### config.mk
export PLATFORM = sky130hd
export DESIGN_NAME = box_motion_ctrl
export DESIGN_NICKNAME = d
export VERILOG_FILES = /design/src/rtl/box_motion_ctrl_pkg.sv /design/src/rtl/box_step_unit.sv /design/src/rtl/box_motion_ctrl.sv
export SDC_FILE = /design/constraint.sdc
export NUM_CORES = 1
export LEC_CHECK = 0
export BUFFER_PORTS_ARGS = -buffer_cell sky130_fd_sc_hd__buf_2
export CAP_MARGIN = 0
export CORE_MARGIN = 3
export CORE_UTILIZATION = 45
export DETAILED_ROUTE_END_ITERATION = 8
export GPL_TIMING_DRIVEN = 1
export MAX_ROUTING_LAYER = met4
export PLACE_DENSITY = 0.63
export SLEW_MARGIN = 20
export SYNTH_ARGS = -nofsm -noshare
export SYNTH_HDL_FRONTEND = slang
export SYNTH_SLANG_ARGS = --single-unit
### constraint.sdc
create_clock -name rfr_clk -period 6.8 [get_ports rfr_clk]
set_input_delay 0 -clock rfr_clk [delete_from_list [all_inputs] [get_ports rfr_clk]]
set_output_delay 0 -clock rfr_clk [all_outputs]
set_load 0.05 [all_outputs]
### src/rtl/box_motion_ctrl_pkg.sv
// Purpose : shared types and constants for the box scheduler, timing and pixel generators.
// Latency : n/a (declarations only).
// Backpressure: n/a.
// Contents: colour index type, position type, direction-bit indices, scheduler FSM states,
//           default active-area size, reset colours, signed per-axis delta helper.
package box_motion_ctrl_pkg;

  localparam int DEF_H_ACTIVE = 640;
  localparam int DEF_V_ACTIVE = 480;

  localparam int POS_W = 12;
  typedef logic [POS_W-1:0] pos_t;

  // Colour index, same palette order as the bar pattern.
  typedef logic [3:0] color_t;

  // Bit positions inside move_dir.
  localparam int DIR_UP     = 0;
  localparam int DIR_DOWN   = 1;
  localparam int DIR_LEFT   = 2;
  localparam int DIR_RIGHT  = 3;
  localparam int DIR_FREEZE = 4;
  localparam int DIR_W      = 5;

  typedef enum logic [1:0] {
    ST_IDLE  = 2'd0,
    ST_LATCH = 2'd1,
    ST_UPD_A = 2'd2,
    ST_UPD_B = 2'd3
  } state_t;

  localparam color_t B1_COLOR_RST = 4'd1;
  localparam color_t B2_COLOR_RST = 4'd9;

  // Opposing requests cancel; a single request yields +/- step.
  function automatic logic signed [12:0] axis_delta(input logic dec,
                                                    input logic inc,
                                                    input logic signed [12:0] step);
    logic signed [12:0] d;
    d = '0;
    if (inc && !dec)      d = step;
    else if (dec && !inc) d = -step;
    return d;
  endfunction

endpackage

### src/rtl/box_step_unit.sv
// Purpose : shared position adder with edge handling for one box (x and y together).
// Latency : combinational, zero cycles.
// Backpressure: none; pure function of its inputs.
// Ports   : pos_x_i/pos_y_i current corner, step_i magnitude, dir_i move_dir bits,
//           en_i move enable, pos_x_o/pos_y_o next corner.
// Config  : BOX_WRAP_EN defined -> leaving the range wraps to the opposite limit;
//           undefined -> positions saturate at the limits.
module box_step_unit
  import box_motion_ctrl_pkg::*;
#(
  parameter int X_MAX = DEF_H_ACTIVE - 64,
  parameter int Y_MAX = DEF_V_ACTIVE - 64
) (
  input  logic [POS_W-1:0] pos_x_i,
  input  logic [POS_W-1:0] pos_y_i,
  input  logic [3:0]       step_i,
  input  logic [DIR_W-1:0] dir_i,
  input  logic             en_i,
  output logic [POS_W-1:0] pos_x_o,
  output logic [POS_W-1:0] pos_y_o
);

  localparam logic signed [12:0] X_LIM = 13'(X_MAX);
  localparam logic signed [12:0] Y_LIM = 13'(Y_MAX);

  logic signed [12:0] step_s;
  logic signed [12:0] dx, dy;
  logic signed [12:0] sum_x, sum_y;

  function automatic logic [POS_W-1:0] fit_axis(input logic signed [12:0] v,
                                                input logic signed [12:0] lim);
    logic [POS_W-1:0] r;
`ifdef BOX_WRAP_EN
    if (v < 13'sd0)    r = lim[POS_W-1:0];
    else if (v > lim)  r = '0;
    else               r = v[POS_W-1:0];
`else
    if (v < 13'sd0)    r = '0;
    else if (v > lim)  r = lim[POS_W-1:0];
    else               r = v[POS_W-1:0];
`endif
    return r;
  endfunction

  assign step_s = $signed({9'd0, step_i});

  always_comb begin
    dx = '0;
    dy = '0;
    // Freeze overrides every direction bit.
    if (en_i && !dir_i[DIR_FREEZE]) begin
      dx = axis_delta(dir_i[DIR_LEFT], dir_i[DIR_RIGHT], step_s);
      dy = axis_delta(dir_i[DIR_UP],   dir_i[DIR_DOWN],  step_s);
    end
  end

  assign sum_x   = $signed({1'b0, pos_x_i}) + dx;
  assign sum_y   = $signed({1'b0, pos_y_i}) + dy;
  assign pos_x_o = fit_axis(sum_x, X_LIM);
  assign pos_y_o = fit_axis(sum_y, Y_LIM);

endmodule

### src/rtl/box_motion_ctrl.sv
// Purpose : per-frame position/colour scheduler for the two on-screen boxes.
// Latency : tick in cycle N -> first box updated end of N+2, second end of N+3, busy low in N+4.
// Backpressure: none; a frame tick arriving while busy is dropped.
// Ports   : rfr_clk, reset_n (async active-low), v_sync (active-low), move_box1/2, dColor_box1/2,
//           move_dir[4:0] (up,down,left,right,freeze), speed -> box1_x/y, box2_x/y, box1/2_color, busy.
// Config  : BOX_WRAP_EN selects wrap instead of clamp at the screen edges (inside box_step_unit).
module box_motion_ctrl
  import box_motion_ctrl_pkg::*;
#(
  parameter int H_ACTIVE  = DEF_H_ACTIVE,
  parameter int V_ACTIVE  = DEF_V_ACTIVE,
  parameter int BOX_W     = 64,
  parameter int BOX_H     = 64,
  parameter int STEP_SLOW = 1,
  parameter int STEP_FAST = 4,
  parameter int B1_X0     = 64,
  parameter int B1_Y0     = 64,
  parameter int B2_X0     = 448,
  parameter int B2_Y0     = 320
) (
  input  logic             rfr_clk,
  input  logic             reset_n,
  input  logic             v_sync,
  input  logic             move_box1,
  input  logic             move_box2,
  input  logic             dColor_box1,
  input  logic             dColor_box2,
  input  logic [DIR_W-1:0] move_dir,
  input  logic             speed,
  output logic [POS_W-1:0] box1_x,
  output logic [POS_W-1:0] box1_y,
  output logic [POS_W-1:0] box2_x,
  output logic [POS_W-1:0] box2_y,
  output logic [3:0]       box1_color,
  output logic [3:0]       box2_color,
  output logic             busy
);

  localparam int         X_MAX  = H_ACTIVE - BOX_W;
  localparam int         Y_MAX  = V_ACTIVE - BOX_H;
  localparam logic [3:0] STEP_S = 4'(STEP_SLOW);
  localparam logic [3:0] STEP_F = 4'(STEP_FAST);
  localparam pos_t       B1_XR  = POS_W'(B1_X0);
  localparam pos_t       B1_YR  = POS_W'(B1_Y0);
  localparam pos_t       B2_XR  = POS_W'(B2_X0);
  localparam pos_t       B2_YR  = POS_W'(B2_Y0);

  // Sequencer state and snapshot of the board controls.
  state_t           state_q;
  logic             busy_q;
  logic             ptr_q;          // 0: box1 is updated first this frame
  logic             mv1_q, mv2_q;
  logic             fast_q;
  logic [DIR_W-1:0] dir_q;

  // Edge detection.
  logic vs_q, vs_prev_q, tick;
  logic dc1_q, dc2_q, rise1, rise2;

  // Box state.
  logic   pend1_q, pend1_d, pend2_q, pend2_d;
  pos_t   b1x_q, b1x_d, b1y_q, b1y_d;
  pos_t   b2x_q, b2x_d, b2y_q, b2y_d;
  color_t c1_q, c1_d, c2_q, c2_d;

  // Shared adder muxing.
  logic in_upd, sel_b2, upd1, upd2;
  pos_t su_x, su_y, su_nx, su_ny;
  logic su_en;

  always_ff @(posedge rfr_clk or negedge reset_n) begin
    if (!reset_n) begin
      vs_q      <= 1'b0;
      vs_prev_q <= 1'b0;
      dc1_q     <= 1'b0;
      dc2_q     <= 1'b0;
    end else begin
      vs_q      <= v_sync;
      vs_prev_q <= vs_q;
      dc1_q     <= dColor_box1;
      dc2_q     <= dColor_box2;
    end
  end

  assign tick  = vs_prev_q & ~vs_q;
  assign rise1 = dColor_box1 & ~dc1_q;
  assign rise2 = dColor_box2 & ~dc2_q;

  always_ff @(posedge rfr_clk or negedge reset_n) begin
    if (!reset_n) begin
      state_q <= ST_IDLE;
      busy_q  <= 1'b0;
      ptr_q   <= 1'b0;
      mv1_q   <= 1'b0;
      mv2_q   <= 1'b0;
      fast_q  <= 1'b0;
      dir_q   <= '0;
    end else begin
      case (state_q)
        ST_IDLE: begin
          if (tick) begin
            state_q <= ST_LATCH;
            busy_q  <= 1'b1;
          end
        end
        ST_LATCH: begin
          mv1_q   <= move_box1;
          mv2_q   <= move_box2;
          dir_q   <= move_dir;
          fast_q  <= speed;
          state_q <= ST_UPD_A;
        end
        ST_UPD_A: state_q <= ST_UPD_B;
        ST_UPD_B: begin
          state_q <= ST_IDLE;
          busy_q  <= 1'b0;
          ptr_q   <= ~ptr_q;  // alternate order every frame, moved or not
        end
        default: begin
          state_q <= ST_IDLE;
          busy_q  <= 1'b0;
        end
      endcase
    end
  end

  // UPD_A serves the box named by the pointer, UPD_B the other one.
  assign in_upd = (state_q == ST_UPD_A) || (state_q == ST_UPD_B);
  assign sel_b2 = (state_q == ST_UPD_A) ? ptr_q : ~ptr_q;
  assign upd1   = in_upd & ~sel_b2;
  assign upd2   = in_upd &  sel_b2;

  assign su_x  = sel_b2 ? b2x_q : b1x_q;
  assign su_y  = sel_b2 ? b2y_q : b1y_q;
  assign su_en = sel_b2 ? mv2_q : mv1_q;

  box_step_unit #(
    .X_MAX (X_MAX),
    .Y_MAX (Y_MAX)
  ) u_step (
    .pos_x_i (su_x),
    .pos_y_i (su_y),
    .step_i  (fast_q ? STEP_F : STEP_S),
    .dir_i   (dir_q),
    .en_i    (su_en),
    .pos_x_o (su_nx),
    .pos_y_o (su_ny)
  );

  always_comb begin
    b1x_d = b1x_q;
    b1y_d = b1y_q;
    b2x_d = b2x_q;
    b2y_d = b2y_q;
    c1_d  = c1_q;
    c2_d  = c2_q;
    if (upd1) begin
      b1x_d = su_nx;
      b1y_d = su_ny;
      if (pend1_q) c1_d = c1_q + 4'd1;
    end
    if (upd2) begin
      b2x_d = su_nx;
      b2y_d = su_ny;
      if (pend2_q) c2_d = c2_q + 4'd1;
    end
    // A rise in the consume cycle re-arms the flag for the next frame.
    pend1_d = (pend1_q & ~upd1) | rise1;
    pend2_d = (pend2_q & ~upd2) | rise2;
  end

  always_ff @(posedge rfr_clk or negedge reset_n) begin
    if (!reset_n) begin
      b1x_q   <= B1_XR;
      b1y_q   <= B1_YR;
      b2x_q   <= B2_XR;
      b2y_q   <= B2_YR;
      c1_q    <= B1_COLOR_RST;
      c2_q    <= B2_COLOR_RST;
      pend1_q <= 1'b0;
      pend2_q <= 1'b0;
    end else begin
      b1x_q   <= b1x_d;
      b1y_q   <= b1y_d;
      b2x_q   <= b2x_d;
      b2y_q   <= b2y_d;
      c1_q    <= c1_d;
      c2_q    <= c2_d;
      pend1_q <= pend1_d;
      pend2_q <= pend2_d;
    end
  end

  assign box1_x     = b1x_q;
  assign box1_y     = b1y_q;
  assign box2_x     = b2x_q;
  assign box2_y     = b2y_q;
  assign box1_color = c1_q;
  assign box2_color = c2_q;
  assign busy       = busy_q;

endmodule

# ---- Word level (Yosys, flattened, before mapping)
# Index checks and enable logic that the tools add are counted.
# W data, S select, Z words.
dict set report word_totals {
  elab_cells 83
  inputBits 13
  ff_bits 74
  output_inout_bits 57
}
dict set report classes {
  n_eq_ne 4
  bitwise 16
  magnitude_cmp 4
  n_mux 19
  add_sub_neg 5
  reduce_logical 16
}
# operator n
set op_table {}
lappend op_table {{$mux W13} 6}
lappend op_table {{$mux W12} 6}
lappend op_table {{$add A13 B13 Y13} 2}
lappend op_table {{$lt A13 B1 Y1 const B} 2}
lappend op_table {{$gt A13 B10 Y1 const B} 1}
lappend op_table {{$gt A13 B11 Y1 const B} 1}
lappend op_table {{$neg A3 Y13} 1}
lappend op_table {{$add A4 B1 Y4 const B} 2}
lappend op_table {{$pmux W2 S4} 1}
lappend op_table {{$and A1 B1 Y1} 7}
lappend op_table {{$not A1 Y1} 7}
lappend op_table {{$reduce_and A2 Y1} 3}
lappend op_table {{$logic_and A1 B1 Y1} 5}
lappend op_table {{$logic_not A1 Y1} 5}
lappend op_table {{$eq A2 B2 Y1 const B} 2}
lappend op_table {{$mux W1} 3}
lappend op_table {{$mux W3} 1}
lappend op_table {{$eq A2 B1 Y1 const B} 1}
lappend op_table {{$logic_not A2 Y1} 1}
lappend op_table {{$mux W2} 1}
lappend op_table {{$ne A2 B2 Y1 const B} 1}
lappend op_table {{$or A1 B1 Y1} 2}
lappend op_table {{$pmux W1 S2} 1}
lappend op_table {{$reduce_bool A2 Y1} 1}
lappend op_table {{$logic_or A1 B1 Y1} 1}

# ---- Longest topological paths before layout
# Gate-level depths: netlist of the first run.
dict set report logic_depth {
  depth_word 9
  ltp_mapped 23
  ltp_nobuf 19
}

# ---- Modules after synthesis
# Synthesis of the first run repeated with hierarchy kept, for this count alone.
dict set report unflattened {
  cells_unflattened 526
  area_unflattened_um2 5403.9
}
# module area_each_um2 cells_each seq_area_each_um2 n_inst
set by_module_without_submodules {}
lappend by_module_without_submodules {box_motion_ctrl 3378.2 228 1864.3 1}
lappend by_module_without_submodules {box_step_unit 2025.7 298 0.0 1}

# ---- Least setup slack after synthesis of the first run
# OpenSTA, ideal clock, no wires.
dict set report synth_timing {
  path_kind {register to register}
  from {register state_q[0]}
  to {register b2y_q[5], in the netlist box2_y[5]}
  t_arrival_ns 5.095
  setup_ns 0.121
  path_buffers 4
  required_ns 6.679
  path_slack_ns 1.584
  path_stages_with_launch 24
  path_cell_list {dfrtp_1 inv_1 ha_1 buf_6 xor2_4 buf_6 buf_4 clkbuf_1 nand2_1 a21oi_1 nor2b_1 a21boi_0 ha_1 inv_1 fa_1 inv_1 a21oi_1 o21ai_0 xnor3_1 or4_1 a21oi_1 nor3_2 or3b_1 a22o_1}
}
dict set report synth_between {
  elab_chain_len 9
  word_cells_on_any_way 14
  cone_classes {add/sub: 1; order compare: 2; eq/ne: 2; mux: 6; bitwise: 1; reduce/logical: 2}
}
# item line
set synth_rtl {}
lappend synth_rtl {{start: declaration} box_motion_ctrl.sv:49} ;# state_t state_q;
lappend synth_rtl {{start signal: assignment} box_motion_ctrl.sv:91} ;# state_q <= ST_IDLE;
lappend synth_rtl {{start signal: assignment} box_motion_ctrl.sv:102} ;# state_q <= ST_LATCH;
lappend synth_rtl {{start signal: assignment} box_motion_ctrl.sv:111} ;# state_q <= ST_UPD_A;
lappend synth_rtl {{$eq A2 B2 Y1} {box_motion_ctrl.sv:128, box_motion_ctrl.sv:129}}
lappend synth_rtl {{$mux W1} box_motion_ctrl.sv:129} ;# assign sel_b2 = (state_q == ST_UPD_A) ? ptr_q : ~ptr_q;
lappend synth_rtl {{$mux W1} box_motion_ctrl.sv:135} ;# assign su_en = sel_b2 ? mv2_q : mv1_q;
lappend synth_rtl {{$logic_and A1 B1 Y1} box_step_unit.sv:51} ;# if (en_i && !dir_i[DIR_FREEZE]) begin
lappend synth_rtl {{$mux W13} box_step_unit.sv:51}
lappend synth_rtl {{$add A13 B13 Y13} box_step_unit.sv:58} ;# assign sum_y = $signed({1'b0, pos_y_i}) + dy;
lappend synth_rtl {{$gt A13 B10 Y1} box_step_unit.sv:39} ;# else if (v > lim) r = lim[POS_W-1:0];
lappend synth_rtl {{$mux W12} box_step_unit.sv:39}
lappend synth_rtl {{$mux W12} box_step_unit.sv:38} ;# if (v < 13'sd0) r = '0;
lappend synth_rtl {{end signal: assignment} box_motion_ctrl.sv:186} ;# b2y_q <= b2y_d;
lappend synth_rtl {{end: declaration} box_motion_ctrl.sv:63} ;# pos_t b2x_q, b2x_d, b2y_q, b2y_d;
# Parallel ways exist; a longest one is shown, timed or not.
# A chain may end at the register's enable or synchronous reset.

# ---- Worst setup path in the final report of the first run
# Same ends and word-level chain as after synthesis.

==> metrics.txt, run 1 <==
most area-hungry cell type in the Yosys netlist dfrtp_1; Post-CTS Resized 0; setup bufs post-CTS 0; count leader, synth nand2_1; Die W between 100 and 150 µm; WP data required between 7 and 8 ns; Crit path max-delay family simple AND/OR/NAND/NOR gates; ANT cells 0; CP startpoint kind register; crit path kind reg2reg; DR vias ~4200; die height between 100 and 150 µm; WP buf/inv 3; RSZ-0062 raised after global routing no; post-route ant nets 0; TritonCTS clock tree done; H-tree depth 3; Max Clk Rate about 190 MHz; worst-path fanout max 6; number of flops mapped to enable cells by yosys 0; number of CTS-inserted buffers 9; Avg WL per Cell ~16 µm; crit path capture type register; Avg Inst Size Synth roughly 9.5 µm²; Total Routing Usage GR 0.209; initial antenna violation count 0; setup_tns 0 ns; CP max stage cell or4_1; post-route minimum period between 5 and 6 ns; input/output buffers 69; syn_nets slightly below 600; die area approximately 13000 µm²; initial core utilization 0.464; sequential area share after synthesis 0.367; post-route setup slack around 1.5 ns; Tightest Pin Transition roughly 0.91 ns; dpl ws roughly 1.6 ns; buffer depth of the longest clock path 2; final worst-path cycle share 0.772; CTS sink count 74; synth unique cells 80; HPWL after detailed placement a little under 9 mm; core area around 11000 µm²; grt ovf 0; async set-reset flop share out of synthesis 1.00; CP Cell Sequence inv_1, ha_1, xor2_4, nand2_1, a21oi_1, nor2b_1, a21boi_0, ha_1, inv_1, fa_1, inv_1, a21oi_1, o21ai_0, xnor3_1, or4_1, a21oi_1, nor3_2, or3b_1, a22o_1; Iter 0 DRT Violations between 200 and 250; ys flop type dfrtp_1; FP Rows 38; Reg clk slew, reported paths about 0.06 ns; Setup Skew 0.00892 ns; max incr delay on CP between 0.5 and 0.6 ns; vias in the first global route 4282; synth cell count leaders nand2_1 (93), dfrtp_1 (64), a22o_1 (34); synthesis warning total 0; root cell of the clock tree clkbuf_16; status finished, final reports clean; WL final between 10 and 15 mm; largest net degree at the start of global routing between 70 and 80; clk_lat worst skew 0.34 ns; final setup violation count 0; top cell type's share of synthesized area 0.316; Gate Count Post-Synth about 540; HP Class in2reg; Synth area leaders dfrtp_1 (32%), nand2_1 (6.9%), ha_1 (6.4%); first-pass GRT wire length roughly 21 mm; synthesized flop and latch total 74; WP data arrival between 5 and 6 ns; Nets between 600 and 700; Area Growth Syn to Fin 16.0%; I/O pin cnt 70; normalized max-slew margin 0.393; share of cells above drive strength 1 0.218; Final Hold Viols 0; drt pass-1 iters 7; GP Congestion 0.908; maxcap violations 0; Max Slew Vio Count 0; Cell Area, Synth roughly 5100 µm²; routed vias/inst 5.63; DRC 0
==> layout make-up <==
class / instances / area, µm²
well taps: 140 / 175
flip-flops and latches: 74 / 1860
repair buffers: 84 / 490
multi-input cells: 414 / 3000
fillers: 996 / 5050
inverters: 26 / 97.6
clock buffers: 13 / 240
clock inverters: 3 / 17.5
==> metal layers <==
metal | global-route usage | up-vias | part of all wire | wire (µm)
li1 | - | 2077 | - | -
met1 | 0.257 | 2011 | 0.45 | 5510
met2 | 0.337 | 132 | 0.47 | 5710
met3 | 0.0394 | 27 | 0.053 | 650
met4 | 0.0938 | 0 | 0.026 | 318
met5 | - | - | 0 | 0
==> timing repair <==
action / CTS / global route
endpoints found under the hold margin: 77 / 0
setup endpoints to repair: 0 / 0
hold buffers: 12 / 0
==> sequential cells by signal, indices dropped and copies added (netlist names), 2 cells and up <==
signal / count
box2_y: 12
dir_q: 5
box1_y: 12
state_q: 2
box1_color: 4
box1_x: 12
box2_x: 12
box2_color: 4
==> final timing paths <==
kind / cells after the start / start / end / slack, ns
min in group asynchronous: 2 / reset_n / dc2_q / 0.32
hold reg to reg: 0 / vs_q / vs_prev_q / 0.37
setup / recovery: 19 / state_q[0] / box2_y[5] / 1.55
hold / removal: 2 / v_sync / vs_q / 0.31
max in group asynchronous: 2 / reset_n / box2_x[10] / 5.86
setup reg to reg: 19 / state_q[0] / box2_y[5] / 1.55
==> cell families (layout without fill, tap and decap cells) <==
| kind of cell | count (synthesis) | count (layout) | share of synthesized area |
|---|---|---|---|
| AOI/OAI and AO/OA | 136 | 136 | 0.200 |
| xor gates and xnor gates | 33 | 33 | 0.0648 |
| adders and majority gates | 29 | 29 | 0.0740 |
| buffers and inverters | 49 | 126 | 0.0419 |
| DFF | 74 | 74 | 0.367 |
| muxes | 23 | 23 | 0.0518 |
| and+or+nand+nor | 193 | 193 | 0.200 |
==> through the flow <==
step	utilization	hold WS, ns	instance area, µm²	instances
3_5_place_dp	0.504	0.110	5510	726
5_1_grt	0.538	0.298	5890	754
3_3_place_gp	0.504	0.111	5510	726
6_report	0.538	0.307	5890	754
4_1_cts	0.538	0.285	5890	754
2_1_floorplan	-	-0.296	5070	537
==> layout by cell type, fill, tap and decap left out, types with 8 or more instances in the layout <==
cell and count:
a21boi_0 8, a21oi_1 26, a22o_1 34, and2_1 12
buf_2 68, clkbuf_16 9, dfrtp_1 64, dfstp_2 10
dlygate4sd3_1 12, ha_1 26, inv_1 24, mux2_2 13
mux2i_1 8, nand2_1 93, nand3_1 13, nand3b_1 8
nor2_1 13, nor3_1 11, o21ai_0 20, xnor2_1 23
Power of run 1 is left out: the tool's default activity adds up to more than one toggle a clock period on the data nets, which glitch-free logic cannot reach.
==> run 2, diff against run 1 <==
ABC_AREA = 1   (was not set)
clock period = 5.1 ns   (was 6.8 ns; I/O delays follow)
==> metrics.txt, run 2 <==
# fillers 1019 (+2.3%); Iter 0 DRT Violations 242 (-2.0%); Nets 808 (+24%); ys flop type dfrtp_1; Max Clk Rate 225 MHz (+18%); WP buf/inv 3 (unchanged); routed vias/inst 5.06 (-10%); crit path capture type register; DRC 0 (unchanged); core area 10500 µm² (-4.3%); most frequent cells in the layout nand2_1 (243), inv_1 (78), nand3_1 (69); Register Area 1860 µm² (unchanged); grt ovf 0 (unchanged); synthesized flop and latch total 74 (unchanged); buffer depth of the longest clock path 2 (unchanged); input/output buffers 69 (unchanged); largest net degree at the start of global routing 75 (unchanged); syn_nets 728 (+26%); Die W 111 µm (-1.4%); DP Area 5370 µm² (-2.6%); share of cells above drive strength 1 0.179 (-0.0395); normalized max-slew margin 0.374 (-0.0193); most area-hungry cell type in the Yosys netlist dfrtp_1; Flop pwr share 0.239; CTS sink count 74 (unchanged); sequential area share after synthesis 0.379 (+0.0114); crit path kind reg2reg; worst-path fanout max 19 (+13); Layout Cells excl Fill 908 (+20%); CP Cell Sequence inv_1, ha_1, inv_1, nand2_2, nand2_1, or2_2, o21ai_0, inv_1, ha_1, nand3_1, nand2_1, nand2_1, nand2_1, nand2_1, nand2_1, nand3_1, nand2_1, nand2_1, nand2_1, xor2_2, nand4_1, nand3_1, nand2_1; initial antenna violation count 0 (unchanged); multi-input combinational cell area 2630 µm² (-12%); top cell type's share of synthesized area 0.325 (+0.00979); Area Growth Syn to Fin 15.3%; ANT cells 0 (unchanged); die area 12200 µm² (-2.8%); dpl cells 880 (+21%); post-route ant nets 0 (unchanged); Total Routing Usage GR 0.225 (+0.0159); WP data arrival 4.70 ns (-0.77 ns); WP data required 5.35 ns (-1.67 ns); CP startpoint kind register; Crit path max-delay family simple AND/OR/NAND/NOR gates; Setup Skew 0.0110 ns (+0.00210 ns); Net Sw Frac 0.566; number of CTS-inserted buffers 9 (unchanged); PwrDens 729 nW/µm²; setup_tns 0 ns (unchanged); most used cell, CP nand2_1; Synth area leaders dfrtp_1 (33%), nand2_1 (19%), nand3_1 (7.0%); Final Hold Viols 0 (unchanged); Gate Count Post-Synth 687 (+28%); die height 111 µm (-1.4%); H-tree depth 3 (unchanged); Avg WL per Cell 14.1 µm (-13%); Cell Area, Synth 4920 µm² (-3.0%); I/O pin cnt 70 (unchanged); Reg clk slew, reported paths 0.08 ns (+0.02 ns); root cell of the clock tree clkbuf_8; DR vias 4594 (+8.2%); final worst-path cycle share 0.872 (+0.100); async set-reset flop share out of synthesis 1.00 (unchanged); RSZ-0062 raised after global routing no; sw power about 0.0023 W; max incr delay on CP 0.58 ns (about the same); clk_lat worst skew 0.37 ns (+0.03 ns); drt pass-1 iters 4 (-3); Tightest Pin Transition 0.939 ns (+0.0290 ns); GP Congestion 0.916 (+0.84%); count leader, synth nand2_1; share of total power in the clock network 0.110; HP Class in2reg; Comb power frac 0.651; Post-CTS Resized 0 (unchanged); synth cell count leaders nand2_1 (243), inv_1 (78), nand3_1 (69); cell-internal power between 0.0015 and 0.002 W; Leakage 3.24 nW; maxcap violations 0 (unchanged); Max Slew Vio Count 0 (unchanged); R2R Setup Slk 0.65 ns (-0.90 ns); CP max stage cell xor2_2; first-pass GRT wire length 22.0 mm (+5.7%); vias in the first global route 4441 (+3.7%); WL final 12.8 mm (+5.1%); TritonCTS clock tree done; synth unique cells 40 (-50%); design area 5680 µm² (-3.6%); final setup violation count 0 (unchanged); HPWL after detailed placement 9.17 mm (+3.3%); FP Rows 37 (-2.6%); status finished, final reports clean; commonest non-fill, non-tap cell in the layout nand2_1; Avg Inst Size Synth 7.16 µm² (-24%); synthesis warning total 0 (unchanged); initial core utilization 0.470 (+0.00639); VDD IR-drop max between 400 and 500 µV; post-route minimum period 4.45 ns (-0.803 ns); number of flops mapped to enable cells by yosys 0 (unchanged)
-- run 2: power groups by stage --
stage	logic, W	clock network (W)	registers (W)
2_1_floorplan	0.00165	0	0.00145
3_3_place_gp	0.00267	0	0.000988
3_5_place_dp	0.00269	0	0.000996
4_1_cts	0.00271	0.000470	0.000986
5_1_grt	0.00302	0.000496	0.00102
6_report	0.00269	0.000457	0.000988
-- run 2: worst paths after layout --
check,startpoint,endpoint,depth (start not counted)
worst max-delay path,state_q[0],box1_y[7],23
worst min-delay path,v_sync,vs_q,2
worst max register to register,state_q[0],box1_y[7],23
worst min register to register,vs_q,vs_prev_q,0
max in group asynchronous,reset_n,vs_q,2
min in group asynchronous,reset_n,box1_y[9],2
-- run 2: layer usage --
layer  global-route usage  vias up  part of all wire
li1                     -     2345                 -
met5                    -        -                 0
met4               0.0649        0             0.013
met3               0.0384       12             0.059
met2                0.354      132              0.46
met1                0.301     2105              0.47
-- run 2: timing repair --
item / CTS / global route
endpoints found under the hold margin: 77 / 0
setup buffers: 0 / 0
hold buffers: 12 / 0
-- run 2: cell type report --
type,count,share of cell area
clock buffers,11,0.0231
multi-input cells,510,0.463
flip-flops and latches,74,0.328
clock inverters,5,0.00992
inverters,87,0.0575
well taps,136,0.0300
repair buffers,85,0.0877
-- run 2: per-stage QoR --
| step | setup WS, ns | power [W] | hold WS, ns | util |
|---|---|---|---|---|
| after floorplan | 1.51 | 0.00310 | -0.296 | - |
| after global placement | 0.843 | 0.00366 | 0.112 | 0.513 |
| after detailed placement | 0.695 | 0.00369 | 0.110 | 0.513 |
| after CTS | 0.637 | 0.00417 | 0.252 | 0.542 |
| after global routing | 0.192 | 0.00454 | 0.294 | 0.542 |
| final | 0.651 | 0.00414 | 0.289 | 0.542 |
-- run 2: cells by family after synthesis --
group | share of synthesized area
simple gates | 0.383
xor+xnor | 0.0211
flops | 0.379
fa+ha+maj | 0.0742
compound gates | 0.0493
buf+inv | 0.0872
mux | 0.00686
Power figures use the tool's default switching activity.
